$ cat config.mk
export PLATFORM = sky130hd
export DESIGN_NAME = field_frame_scheduler_flat
export DESIGN_NICKNAME = d
export VERILOG_FILES = /design/src/rtl/field_frame_scheduler_pkg.sv /design/src/rtl/field_frame_scheduler_if.sv /design/src/rtl/field_frame_scheduler_vsync_edge_detect.sv /design/src/rtl/field_frame_scheduler.sv /design/src/flat_wrapper.sv
export SDC_FILE = /design/constraint.sdc
export NUM_CORES = 1
export LEC_CHECK = 0
export CAP_MARGIN = 20
export CORE_AREA = 5 5 338 340
export CTS_CLUSTER_SIZE = 8
export DETAILED_ROUTE_END_ITERATION = 7
export DIE_AREA = 0 0 343 345
export GPL_ROUTABILITY_DRIVEN = 0
export SLEW_MARGIN = 10
export SYNTH_ARGS = -nofsm -noshare
export SYNTH_HDL_FRONTEND = slang
export SYNTH_SLANG_ARGS = --single-unit
$ cat constraint.sdc
create_clock -name iVGA_CLK -period 5.2 [get_ports iVGA_CLK]
set_clock_uncertainty 0.1 [all_clocks]
set_input_delay 0.78 -clock iVGA_CLK [delete_from_list [all_inputs] [get_ports iVGA_CLK]]
set_output_delay 0.78 -clock iVGA_CLK [all_outputs]
set_load 0.01 [all_outputs]
$ cat src/rtl/field_frame_scheduler_pkg.sv
// Shared types and default sizing for the field/score frame scheduler.
// The defaults describe a 20x20 play field with a 32-bit score.
package field_sched_pkg;

  localparam int DEF_ROWS        = 20;
  localparam int DEF_ROW_W       = 20;
  localparam int DEF_SCORE_W     = 32;
  localparam int DEF_FRAME_CNT_W = 16;
  localparam int DEF_FIELD_W     = DEF_ROWS * DEF_ROW_W;
  localparam int DEF_ROW_IDX_W   = $clog2(DEF_ROWS);

  typedef enum logic [1:0] {
    S_IDLE    = 2'd0,
    S_PENDING = 2'd1,
    S_COPY    = 2'd2,
    S_DONE    = 2'd3
  } state_t;

  // Row-index width that still works for a single-row field.
  function automatic int row_idx_w(input int rows);
    return (rows > 1) ? $clog2(rows) : 1;
  endfunction

endpackage

$ cat src/rtl/field_frame_scheduler_if.sv
// Request side of the scheduler: level request with field/score payload and
// the four-phase acknowledge returned by the scheduler.
interface field_frame_scheduler_if
  import field_sched_pkg::*;
#(
  parameter int FIELD_W = DEF_FIELD_W,
  parameter int SCORE_W = DEF_SCORE_W
) ();

  logic               iReq;
  logic [FIELD_W-1:0] iField;
  logic [SCORE_W-1:0] iScore;
  logic               oAck;
  logic               oBusy;

  modport master (output iReq, iField, iScore, input oAck, oBusy);
  modport slave  (input iReq, iField, iScore, output oAck, oBusy);

endinterface

$ cat src/rtl/field_frame_scheduler_vsync_edge_detect.sv
// Start-of-vsync detector: one-cycle pulse on the falling edge of the
// active-low vsync. Also used by the score-flash logic.
module vsync_edge_detect (
  input  logic i_clk,
  input  logic i_rst_n,
  input  logic i_vs,
  output logic o_vs_start
);

  logic r_vs_d;

  // Delayed vsync; resets high so reset release never looks like an edge.
  always_ff @(posedge i_clk or negedge i_rst_n) begin
    if (!i_rst_n) r_vs_d <= 1'b1;
    else          r_vs_d <= i_vs;
  end

  assign o_vs_start = r_vs_d & ~i_vs;

endmodule

$ cat src/rtl/field_frame_scheduler.sv
// Tear-free field/score handoff to the VGA pixel path. A request is parked
// until the start of vsync, then the field is copied one row per cycle into
// the display shadow, the score is latched with the last row and the request
// is acknowledged.
// Optional macro FIELD_SCHED_TIMEOUT_EN: watchdog that forces the copy after
// TIMEOUT_CYC cycles in PENDING and raises a sticky oTimeout.
//
// state   | meaning
// IDLE    | no request outstanding
// PENDING | request seen, waiting for start of vsync
// COPY    | copying one row per cycle into the shadow
// DONE    | ack high, waiting for request to drop
module field_frame_scheduler
  import field_sched_pkg::*;
#(
  parameter int ROWS        = DEF_ROWS,
  parameter int ROW_W       = DEF_ROW_W,
  parameter int SCORE_W     = DEF_SCORE_W,
  parameter int FRAME_CNT_W = DEF_FRAME_CNT_W,
  parameter int TIMEOUT_CYC = 1000000
) (
  input  logic                   iVGA_CLK,
  input  logic                   iRST_n,
  input  logic                   iVS,
  field_frame_scheduler_if.slave bus,
  output logic [ROWS*ROW_W-1:0]  oField,
  output logic [SCORE_W-1:0]     oScore,
  output logic [FRAME_CNT_W-1:0] oFrameCnt,
  output logic                   oTimeout
);

  localparam int FIELD_W = ROWS * ROW_W;
  localparam int IDX_W   = row_idx_w(ROWS);

  state_t               r_state;
  state_t               w_state_nxt;
  logic [IDX_W-1:0]     r_idx;
  logic [FIELD_W-1:0]   r_field;
  logic [SCORE_W-1:0]   r_score;
  logic [FRAME_CNT_W-1:0] r_frame_cnt;
  logic                 w_vs_start;
  logic                 w_copy_last;
  logic                 w_to_hit;

  vsync_edge_detect u_vs_edge (
    .i_clk      (iVGA_CLK),
    .i_rst_n    (iRST_n),
    .i_vs       (iVS),
    .o_vs_start (w_vs_start)
  );

  assign w_copy_last = (r_idx == IDX_W'(ROWS - 1));

`ifdef FIELD_SCHED_TIMEOUT_EN
  localparam int TO_W = (TIMEOUT_CYC > 1) ? $clog2(TIMEOUT_CYC) : 1;

  logic [TO_W-1:0] r_to_cnt;
  logic            r_timeout;

  assign w_to_hit = (r_state == S_PENDING) && (r_to_cnt == TO_W'(TIMEOUT_CYC - 1));

  // Cycles spent in PENDING; cleared whenever PENDING is left.
  always_ff @(posedge iVGA_CLK or negedge iRST_n) begin
    if (!iRST_n)                                              r_to_cnt <= '0;
    else if (r_state == S_PENDING && w_state_nxt == S_PENDING) r_to_cnt <= r_to_cnt + 1'b1;
    else                                                      r_to_cnt <= '0;
  end

  // Sticky flag: set only when the watchdog, not vsync, started the copy.
  always_ff @(posedge iVGA_CLK or negedge iRST_n) begin
    if (!iRST_n)                                    r_timeout <= 1'b0;
    else if (w_to_hit && bus.iReq && !w_vs_start)   r_timeout <= 1'b1;
  end

  assign oTimeout = r_timeout;
`else
  assign w_to_hit = 1'b0;
  assign oTimeout = 1'b0;
`endif

  // State register.
  always_ff @(posedge iVGA_CLK or negedge iRST_n) begin
    if (!iRST_n) r_state <= S_IDLE;
    else         r_state <= w_state_nxt;
  end

  // Next-state decode; iReq is deliberately ignored while copying.
  always_comb begin
    w_state_nxt = r_state;
    case (r_state)
      S_IDLE: begin
        if (bus.iReq) w_state_nxt = w_vs_start ? S_COPY : S_PENDING;
      end
      S_PENDING: begin
        if (!bus.iReq)                   w_state_nxt = S_IDLE;
        else if (w_vs_start || w_to_hit) w_state_nxt = S_COPY;
      end
      S_COPY: begin
        if (w_copy_last) w_state_nxt = S_DONE;
      end
      S_DONE: begin
        if (!bus.iReq) w_state_nxt = S_IDLE;
      end
      default: w_state_nxt = S_IDLE;
    endcase
  end

  // Row index walks 0..ROWS-1 during COPY and sits at 0 otherwise.
  always_ff @(posedge iVGA_CLK or negedge iRST_n) begin
    if (!iRST_n)                              r_idx <= '0;
    else if (r_state == S_COPY && !w_copy_last) r_idx <= r_idx + 1'b1;
    else                                      r_idx <= '0;
  end

  // Display shadow: written only in COPY, score with the final row.
  always_ff @(posedge iVGA_CLK or negedge iRST_n) begin
    if (!iRST_n) begin
      r_field <= '0;
      r_score <= '0;
    end else if (r_state == S_COPY) begin
      for (int r = 0; r < ROWS; r++) begin
        if (r_idx == IDX_W'(r)) r_field[r*ROW_W +: ROW_W] <= bus.iField[r*ROW_W +: ROW_W];
      end
      if (w_copy_last) r_score <= bus.iScore;
    end
  end

  // Frame counter counts every vsync start regardless of state.
  always_ff @(posedge iVGA_CLK or negedge iRST_n) begin
    if (!iRST_n)         r_frame_cnt <= '0;
    else if (w_vs_start) r_frame_cnt <= r_frame_cnt + 1'b1;
  end

  assign bus.oAck  = (r_state == S_DONE);
  assign bus.oBusy = (r_state == S_PENDING) || (r_state == S_COPY);
  assign oField    = r_field;
  assign oScore    = r_score;
  assign oFrameCnt = r_frame_cnt;

endmodule

$ cat src/flat_wrapper.sv
// flat-port wrapper written by rule: the top's interface ports become plain ports
module field_frame_scheduler_flat import field_sched_pkg::*;
#(
  parameter int ROWS        = DEF_ROWS,
  parameter int ROW_W       = DEF_ROW_W,
  parameter int SCORE_W     = DEF_SCORE_W,
  parameter int FRAME_CNT_W = DEF_FRAME_CNT_W,
  parameter int TIMEOUT_CYC = 1000000
)
  (iVGA_CLK, iRST_n, iVS, oField, oScore, oFrameCnt, oTimeout, bus_iReq, bus_iField, bus_iScore, bus_oAck, bus_oBusy);
  field_frame_scheduler_if #(.FIELD_W(DEF_FIELD_W), .SCORE_W(SCORE_W)) bus_i ();
  input  logic iVGA_CLK;
  input  logic iRST_n;
  input  logic iVS;
  output logic [ROWS*ROW_W-1:0] oField;
  output logic [SCORE_W-1:0] oScore;
  output logic [FRAME_CNT_W-1:0] oFrameCnt;
  output logic oTimeout;
  input wire logic [$bits(bus_i.iReq)-1:0] bus_iReq;
  input wire logic [$bits(bus_i.iField)-1:0] bus_iField;
  input wire logic [$bits(bus_i.iScore)-1:0] bus_iScore;
  output wire logic [$bits(bus_i.oAck)-1:0] bus_oAck;
  output wire logic [$bits(bus_i.oBusy)-1:0] bus_oBusy;
  assign bus_i.iReq = bus_iReq;
  assign bus_i.iField = bus_iField;
  assign bus_i.iScore = bus_iScore;
  assign bus_oAck = bus_i.oAck;
  assign bus_oBusy = bus_i.oBusy;
  field_frame_scheduler #(.ROWS(ROWS), .ROW_W(ROW_W), .SCORE_W(SCORE_W), .FRAME_CNT_W(FRAME_CNT_W), .TIMEOUT_CYC(TIMEOUT_CYC)) u_core (.iVGA_CLK(iVGA_CLK), .iRST_n(iRST_n), .iVS(iVS), .bus(bus_i), .oField(oField), .oScore(oScore), .oFrameCnt(oFrameCnt), .oTimeout(oTimeout));
endmodule
==> flow_summary.json, run 1 <==
{
  "synthTopCellsByCount": "455 x dfrtp_1, 392 x mux2_2, 41 x mux2_1",
  "grt_overflow": 0,
  "clk_pin_slew_worst_paths_ns": 0.05,
  "maxCapViolCount": 0,
  "max_freq_ghz": 0.348,
  "ir_drop_mv": 0.231,
  "rows": 123,
  "clk_latency_ns": 0.61,
  "grt_use_met3": 0.0524,
  "fp.dieW_um": 343,
  "cp_max_fo": 4,
  "vias_per_cell": 3.57,
  "start_kind": "register",
  "synth_ff_type": "dfrtp_1",
  "setup_tns_ns": 0,
  "grt_antenna_before_repair": 20,
  "cts_setup_buffers": 0,
  "met1_usage": 0.137,
  "cts-buffers-inserted": 69,
  "synth_top_area_share": 0.658,
  "synth_top_area_cell": "dfrtp_1",
  "period_share": 0.552,
  "max-clock-path-buffers": 3,
  "synth-async-reset-ratio": 1.00,
  "ys_ff_latch": 456,
  "die-area_um2": 118000,
  "path_class": "register to primary output",
  "cts_tree": "yes",
  "rsz0062_at_grt": "false",
  "end_kind": "primary output",
  "hold_class": "input pin to async pin",
  "timing.rr.end": "u_core.oField[159]$_DFFE_PN0P_",
  "die_h_um": 345,
  "grt.total_usage": 0.123,
  "slew_viol_final": 0,
  "powerDensity_nw_per_um2": 354,
  "routedWlPerCell_um": 21.4,
  "synth_edf_count": 0,
  "yosys_warnings": 0,
  "dpl_cell_area_um2": 28000,
  "num-fill-cells": 11500,
  "drt_wl_total_mm": 75.1,
  "place_ws_ns": 2.23,
  "finalSetupViolations": 0,
  "grt_pass1_wl_mm": 105,
  "syn_area_um2": 17300,
  "drc": 0,
  "numPortBuffers": 885,
  "cp.arrival_ns": 1.99,
  "cts_resized": 0,
  "antenna_left": 0,
  "layout.area.seq_um2": 11400,
  "core_um2": 111000,
  "tightest_slew_ns": 1.00,
  "syn_nets": 1495,
  "yosysMostFrequentCell": "dfrtp_1",
  "multiInputGateArea_um2": 5590,
  "vias": 12600,
  "min_period_ns": 2.87,
  "p_leak_uw": 0.0119,
  "start_util": 0.155,
  "hold_viol": 0,
  "ioPinCount": 887,
  "relSlewSlack": 0.329,
  "ff2ff_path_depth": 8,
  "fin_area_um2": 30000,
  "nNetsFinal": 2431,
  "r2r-start": "u_core.r_state[0]$_DFFE_PN0P_",
  "first_global_vias": 13900,
  "crit_required_ns": 4.32,
  "ys_seq_area_frac": 0.660,
  "grt-busiest-layer": "met2",
  "cts_root_buffer": "clkbuf_16",
  "syn_avg_cell_area_um2": 16.5,
  "grt_max_degree": 109,
  "status": "complete, no violations",
  "drive_above_1_share": 0.261,
  "first_pass_iters": 4,
  "hpwl_mm": 59.4,
  "cts_num_sinks": 456,
  "netlist_instances": 1049,
  "htree_levels": 3,
  "initialDrtViolationCount": 379,
  "finalWorstSetupSlack_ns": 2.33,
  "cts_hold_buf": 0,
  "ys_types": 34,
  "ff2ff_setup_slack_ns": 2.41,
  "grt_use_met2": 0.210,
  "synthTopCellsByArea": "dfrtp_1 66%, mux2_2 26%, mux2_1 2.7%, buf_4 0.87%, ha_1 0.72%",
  "area_delta_synth_final_pct": 73.5
}
==> critical path, stage by stage (launching register included) <==
cell and delay (ns):
dfrtp_1 0.38, inv_1 0.08, ha_1 0.30, clkdlybuf4s50_1 0.62
==> where the power goes <==
part / switching (µW) / total [µW] / internal, µW
sequential: 254 / 4230 / 3980
combinational: 858 / 2210 / 1350
clock: 1700 / 4180 / 2470
total: 2810 / 10600 / 7800
==> cells by family (layout without fill, tap and decap cells) <==
family,count (synthesis),after routing,share of synthesized area
xor+xnor,17,17,0.00861
fa+ha+maj,10,10,0.00723
compound gates,6,6,0.00217
mux,434,434,0.282
flops,456,456,0.660
other cells,1,10,0.000217
buf+inv,55,1009,0.0199
simple gates,70,70,0.0197
==> state kept, by name (all words and copies together) (netlist names) <==
register and count:
u_core.r_state 2, u_core.u_vs_edge.r_vs_d 1, u_core.r_idx 5, u_core.oField 400, u_core.oFrameCnt 16, u_core.oScore 32
==> worst max-delay path by stage <==
stage,start,end,slack [ns],cells past startpoint
after floorplan,u_core.r_idx[0]$_DFF_PN0_,u_core.oField[300]$_DFFE_PN0P_,3.20,6
after global placement,u_core.r_state[0]$_DFFE_PN0P_,u_core.oField[247]$_DFFE_PN0P_,2.17,7
after detailed placement,u_core.r_state[0]$_DFFE_PN0P_,u_core.oField[144]$_DFFE_PN0P_,2.23,7
after CTS,u_core.r_state[0]$_DFFE_PN0P_,bus_oBusy,2.22,3
after global routing,u_core.r_state[0]$_DFFE_PN0P_,bus_oBusy,2.19,3
final,u_core.r_state[0]$_DFFE_PN0P_,bus_oBusy,2.33,3
==> cell usage in the layout, fill, tap and decap left out, types with 2 or more instances in the layout <==
master and n:
xnor2_1 13, inv_6 2, nor2_1 9, clkinv_2 3, and3_1 2, inv_1 7, dfrtp_1 455, nand2b_1 4
nor2_4 3, clkbuf_8 4, nor2b_1 2, nand3_1 10, mux2_1 41, nand4_1 2, nor2_2 9, buf_4 21
nor3_1 2, ha_1 10, nand2_1 19, buf_8 4, clkbuf_1 5, buf_12 3, diode_2 9, clkdlybuf4s50_1 884
a21oi_1 4, clkbuf_16 70, mux2_2 392, clkinv_8 2, xor2_1 4
==> stage by stage <==
stage / std cells / util / power, µW / hold WS, ns
CTS: 3502 / 0.269 / 10900 / 0.122
global route: 3503 / 0.270 / 11200 / 0.169
floorplan: 1049 / - / 4950 / 0.377
detailed placement: 3413 / 0.252 / 6530 / 0.375
global placement: 3410 / 0.251 / 6500 / 0.364
finish: 3512 / 0.270 / 10600 / 0.134
==> cell type report <==
cell class	count	area share
Inverter	7	0.000875
Clock buffer	79	0.0608
Sequential cell	456	0.380
Multi-Input combinational cell	538	0.186
Tap cell	1500	0.0625
Timing Repair Buffer	913	0.304
Antenna cell	9	0.000750
Clock inverter	10	0.00409
==> metal layers <==
layer | part of all wire | vias up
li1 | - | 5553
met1 | 0.38 | 6311
met2 | 0.49 | 559
met3 | 0.10 | 111
met4 | 0.026 | 16
met5 | 0.0015 | -
No activity file was read; power rests on OpenSTA's default activity.
==> inputs of run 2 (changes only) <==
==> constraint.sdc (replaced) <==
create_clock -name iVGA_CLK -period 2.6 [get_ports iVGA_CLK]
set_clock_uncertainty 0.1 [all_clocks]
set_input_delay 0.39 -clock iVGA_CLK [delete_from_list [all_inputs] [get_ports iVGA_CLK]]
set_output_delay 0.39 -clock iVGA_CLK [all_outputs]
set_load 0.01 [all_outputs]
==> run 2 against run 1 <==
Final cell count grew 0.68%. Largest cell class unchanged. Critical path depth grew 4. Setup slack lost 2.1 ns. Critical path type is now register to register. Via count grew 0.18%. Clock power grew 100%. Clock-buffer cell count grew 7. Cell area grew 1.3%. Sequential share of layout area shrank 0.48 points. Register-to-register slack lost 2.2 ns.
==> flow_summary.json, run 2 (synthesis results as in run 1) <==
{
  "clk_pin_slew_worst_paths_ns": 0.05,
  "timing.rr.end": "u_core.oField[131]$_DFFE_PN0P_",
  "htree_levels": 3,
  "antenna_left": 0,
  "vias": 12600,
  "area_delta_synth_final_pct": 75.7,
  "first_global_vias": 14100,
  "r2r-start": "u_core.r_state[0]$_DFFE_PN0P_",
  "rsz0062_at_grt": "false",
  "die_h_um": 345,
  "start_kind": "register",
  "fin_hold_ws_ns": 0.161,
  "final_cells": 3536,
  "finalSetupViolations": 0,
  "slew_viol_final": 0,
  "period_share": 0.901,
  "endpoint": "u_core.oField[131]$_DFFE_PN0P_",
  "place_ws_ns": 0.0118,
  "grt.total_usage": 0.124,
  "tightest_slew_ns": 0.521,
  "crit_path_max_incr_delay_ns": 0.40,
  "nNetsFinal": 2449,
  "dpl_cell_area_um2": 28400,
  "die-area_um2": 118000,
  "numPortBuffers": 885,
  "clk_latency_ns": 0.61,
  "initialDrtViolationCount": 399,
  "vias_per_cell": 3.56,
  "cts_root_buffer": "clkbuf_16",
  "layout_common_cells": "883 x clkdlybuf4s50_1, 455 x dfrtp_1, 392 x mux2_2",
  "routedWlPerCell_um": 21.3,
  "cp.arrival_ns": 2.72,
  "end_kind": "register",
  "hpwl_mm": 59.7,
  "hold_viol": 0,
  "crit_required_ns": 2.98,
  "path_delay_family": "simple AND/OR/NAND/NOR gates",
  "drive_above_1_share": 0.267,
  "cp_slowest_cell": "dfrtp_1",
  "cts_tree": "yes",
  "drc": 0,
  "rows": 123,
  "startpoint": "u_core.r_state[0]$_DFFE_PN0P_",
  "critical_path_buf_inv_count": 2,
  "cts_setup_buffers": 0,
  "first_pass_iters": 4,
  "grt_overflow": 0,
  "cp_max_fo": 20,
  "cts_num_sinks": 456,
  "grt_antenna_before_repair": 21,
  "powerDensity_nw_per_um2": 698,
  "drt_wl_total_mm": 75.4,
  "hold_class": "input pin to register",
  "path_class": "register to register",
  "ioPinCount": 887,
  "grt_pass1_wl_mm": 106,
  "worstPathCellList": "inv_1, ha_1, nor2b_2, nand2_2, nor2_2, buf_12, mux2_2",
  "min_period_ns": 2.34,
  "relSlewSlack": 0.650,
  "max_freq_ghz": 0.427,
  "finalWorstSetupSlack_ns": 0.259,
  "ff2ff_setup_slack_ns": 0.26,
  "start_util": 0.155,
  "final_common_cell": "clkdlybuf4s50_1",
  "p_leak_uw": 0.0120,
  "dpl.cell_count": 3431,
  "cp.depth": 7,
  "maxCapViolCount": 0,
  "status": "complete, no violations",
  "fin_area_um2": 30400,
  "grt_max_degree": 61,
  "ir_drop_mv": 0.440,
  "ff2ff_path_depth": 7,
  "core_um2": 111000,
  "cts-buffers-inserted": 69,
  "fp.dieW_um": 343,
  "largest_reg_flops": 400,
  "max-clock-path-buffers": 3
}
[run 2: how the worst min path moves through the flow]
stage                       from                                 to  slack [ns]  depth (start not counted)
after global routing         iVS  u_core.u_vs_edge.r_vs_d$_DFF_PN1_        0.12                          1
after floorplan           iRST_n       u_core.oField[0]$_DFFE_PN0P_      -0.006                          0
after detailed placement  iRST_n     u_core.oField[317]$_DFFE_PN0P_        0.27                          1
after global placement    iRST_n       u_core.oField[6]$_DFFE_PN0P_        0.28                          1
final                        iVS  u_core.u_vs_edge.r_vs_d$_DFF_PN1_        0.16                          1
after CTS                    iVS  u_core.u_vs_edge.r_vs_d$_DFF_PN1_        0.09                          1
[run 2: stage by stage]
step / setup TNS (ns) / power (µW) / util
2_1_floorplan: 0 / 9900 / -
3_3_place_gp: -0.206 / 13000 / 0.255
3_5_place_dp: 0 / 13000 / 0.255
4_1_cts: 0 / 21700 / 0.273
5_1_grt: 0 / 22200 / 0.273
6_report: 0 / 21200 / 0.273
[run 2: cell type report]
cell class | instances | area (µm²)
clock buffers | 86 | 1850
inverters | 7 | 26.3
clock inverters | 10 | 118
well taps | 1500 | 1880
diodes | 8 | 20.0
fillers | 11400 | 80900
repair buffers | 931 | 9500
flip-flops and latches | 456 | 11400
multi-input cells | 538 | 5590
[run 2: metal layers]
metal  share of wire  GRT usage
met2            0.49      0.209
met1            0.39      0.139
met4           0.027     0.0360
met5          0.0018     0.0139
met3           0.098     0.0553
[run 2: worst register-to-register path, delay by kind of cell, from the launching register on]
| kind | cells | cell delay (ns) |
|---|---|---|
| and+or+nand+nor | 3 | 0.81 |
| adders and majority gates | 1 | 0.23 |
| buffers and inverters | 2 | 0.31 |
| muxes | 1 | 0.37 |
| DFF | 1 | 0.40 |
[run 2: power breakdown]
part	total [µW]	leakage [µW]	internal [µW]	switching, µW
combinational	4410	0.00573	2700	1710
sequential	8450	0.00535	7950	500
clock	8350	0.000966	4980	3370
total	21200	0.0120	15600	5580
[run 2: what timing repair did]
action | in CTS | in global routing
pin swaps | 0 | 0
endpoints found under the setup margin | 34 | 12
endpoints found under the hold margin | 74 | 0
hold buffers | 1 | 0
gates resized for setup | 1 | 2
==> inputs of run 3 (changes only) <==
--- a/config.mk
+++ b/config.mk
@@ -11,7 +11,7 @@
 export DETAILED_ROUTE_END_ITERATION = 7
 export DIE_AREA = 0 0 343 345
 export GPL_ROUTABILITY_DRIVEN = 0
-export SLEW_MARGIN = 10
+export MAX_ROUTING_LAYER = met4
 export SYNTH_ARGS = -nofsm -noshare
 export SYNTH_HDL_FRONTEND = slang
 export SYNTH_SLANG_ARGS = --single-unit
==> constraint.sdc (replaced) <==
create_clock -name iVGA_CLK -period 2.6 [get_ports iVGA_CLK]
set_clock_uncertainty 0.1 [all_clocks]
set_input_delay 0.39 -clock iVGA_CLK [delete_from_list [all_inputs] [get_ports iVGA_CLK]]
set_output_delay 0.39 -clock iVGA_CLK [all_outputs]
set_load 0.1 [all_outputs]
==> run 3 against run 2 <==
Register-to-register slack worse by 0.07 ns. Largest cell class unchanged. Setup slack worse by 0.066 ns. Clock power is 2.8% lower. Sequential share of layout area is 1.5 points higher. Clock-buffer cell count is 3 lower. Die area stayed put. Cell area is 3.9% lower. Non-clock buffer count is 1 higher. Sequential power hardly changed. Maximum frequency is 2.7% lower. Total power is 25% higher. Flip-flop and latch count stayed put.
==> flow_summary.json, run 3 (synthesis results as in run 1) <==
{
  "status": "complete, no violations",
  "die-area_um2": 118000,
  "htree_levels": 3,
  "cts_num_sinks": 456,
  "r2r-start": "u_core.r_state[0]$_DFFE_PN0P_",
  "ir_drop_mv": 0.592,
  "tightest_slew_ns": 0.597,
  "die_h_um": 345,
  "hpwl_mm": 59.1,
  "clk_pin_slew_worst_paths_ns": 0.06,
  "start_util": 0.155,
  "num-fill-cells": 11500,
  "final_common_cell": "buf_4",
  "first_global_vias": 13800,
  "maxCapViolCount": 0,
  "crit_required_ns": 2.96,
  "cts_tree": "yes",
  "layout.area.seq_um2": 11400,
  "setup_tns_ns": 0,
  "cts_root_buffer": "clkbuf_16",
  "grt_antenna_before_repair": 25,
  "vias_per_cell": 3.54,
  "ff2ff_setup_slack_ns": 0.19,
  "dpl_cell_area_um2": 27300,
  "worstPathCellList": "inv_1, ha_1, nor2b_2, nand2_1, nor2_2, buf_12, mux2_2",
  "slew_viol_final": 0,
  "ff2ff_path_depth": 7,
  "numPortBuffers": 885,
  "vias": 12500,
  "fin_area_um2": 29200,
  "max-clock-path-buffers": 3,
  "initialDrtViolationCount": 442,
  "critical_path_buf_inv_count": 2,
  "hold_class": "input pin to async pin",
  "core_um2": 111000,
  "end_kind": "register",
  "cp_max_fo": 20,
  "min_period_ns": 2.41,
  "path_class": "register to register",
  "drive_above_1_share": 0.488,
  "cts-buffers-inserted": 68,
  "fp.dieW_um": 343,
  "crit_path_max_incr_delay_ns": 0.40,
  "finalSetupViolations": 0,
  "grt_overflow": 0,
  "period_share": 0.926,
  "max_freq_ghz": 0.415,
  "hold_viol": 0,
  "grt_pass1_wl_mm": 102,
  "rows": 123,
  "largest_reg_flops": 400,
  "cts_setup_buffers": 0,
  "cp.arrival_ns": 2.77,
  "routedWlPerCell_um": 20.8,
  "antenna_left": 0,
  "powerDensity_nw_per_um2": 906,
  "p_leak_uw": 0.0124,
  "path_delay_family": "simple AND/OR/NAND/NOR gates",
  "ioPinCount": 887,
  "first_pass_iters": 6,
  "timing.rr.end": "u_core.oField[124]$_DFFE_PN0P_",
  "cp_slowest_cell": "dfrtp_1",
  "drt_wl_total_mm": 73.5,
  "nNetsFinal": 2449,
  "rsz0062_at_grt": "false",
  "grt.total_usage": 0.123,
  "clk_latency_ns": 0.60,
  "drc": 0,
  "grt_max_degree": 100,
  "layout_common_cells": "474 x buf_4, 455 x dfrtp_1, 434 x clkdlybuf4s50_1",
  "area_delta_synth_final_pct": 68.9,
  "relSlewSlack": 0.602,
  "start_kind": "register",
  "multiInputGateArea_um2": 5590
}
-- run 3: per-layer routing --
layer / global-route usage / up-vias / wire length [µm]
met1: 0.137 / 6261 / 29100
met2: 0.204 / 578 / 36000
met4: 0.0328 / 0 / 1680
li1: - / 5602 / -
met3: 0.0490 / 92 / 6690
met5: - / - / 0
-- run 3: where the power goes --
part	internal, µW	switching (µW)	leakage, µW	total [µW]
logic	2380	7500	0.00614	9880
clock network	4880	3230	0.000924	8120
registers	7950	527	0.00535	8480
-- run 3: stage by stage --
step	hold slack, ns	cells	utilization	worst slack (ns)	power [µW]
after floorplan	-0.00559	1049	-	0.313	15600
after global placement	0.204	3432	0.245	0.00196	18500
after detailed placement	0.204	3432	0.245	0.00868	18500
after CTS	0.105	3521	0.262	0.123	27000
after global routing	0.131	3540	0.263	0.0236	27500
final	0.180	3542	0.263	0.192	26500
-- run 3: timing repair --
action                                  4_1_cts  5_1_grt
endpoints found under the setup margin       21        0
hold buffers                                  1        0
gates resized for setup                       1        0
endpoints found under the hold margin       157        0
-- run 3: worst reg2reg max path: stages (launching register included) --
cell and delay (ns):
dfrtp_1 0.40, inv_1 0.10, ha_1 0.22, nor2b_2 0.31
nand2_1 0.26, nor2_2 0.30, buf_12 0.21, mux2_2 0.37
-- run 3: how the worst max path moves through the flow --
| stage | startpoint | to | slack [ns] | cells after the start |
|---|---|---|---|---|
| 6_report | u_core.r_state[0]$_DFFE_PN0P_ | u_core.oField[124]$_DFFE_PN0P_ | 0.19 | 7 |
| 5_1_grt | u_core.r_state[0]$_DFFE_PN0P_ | u_core.oField[124]$_DFFE_PN0P_ | 0.02 | 7 |
| 4_1_cts | u_core.r_state[0]$_DFFE_PN0P_ | u_core.oField[124]$_DFFE_PN0P_ | 0.12 | 7 |
| 3_5_place_dp | u_core.r_state[0]$_DFFE_PN0P_ | u_core.oField[125]$_DFFE_PN0P_ | 0.009 | 7 |
| 3_3_place_gp | u_core.r_state[0]$_DFFE_PN0P_ | u_core.oField[125]$_DFFE_PN0P_ | 0.002 | 7 |
| 2_1_floorplan | u_core.oFrameCnt[0]$_DFFE_PN0P_ | u_core.oFrameCnt[10]$_DFFE_PN0P_ | 0.31 | 5 |
-- run 3: cell type report --
| class | count | share of cell area |
|---|---|---|
| Antenna cell | 21 | 0.00180 |
| Multi-Input combinational cell | 538 | 0.191 |
| Sequential cell | 456 | 0.391 |
| Tap cell | 1500 | 0.0642 |
| Inverter | 7 | 0.000899 |
| Clock inverter | 5 | 0.00201 |
| Clock buffer | 83 | 0.0626 |
| Timing Repair Buffer | 932 | 0.286 |
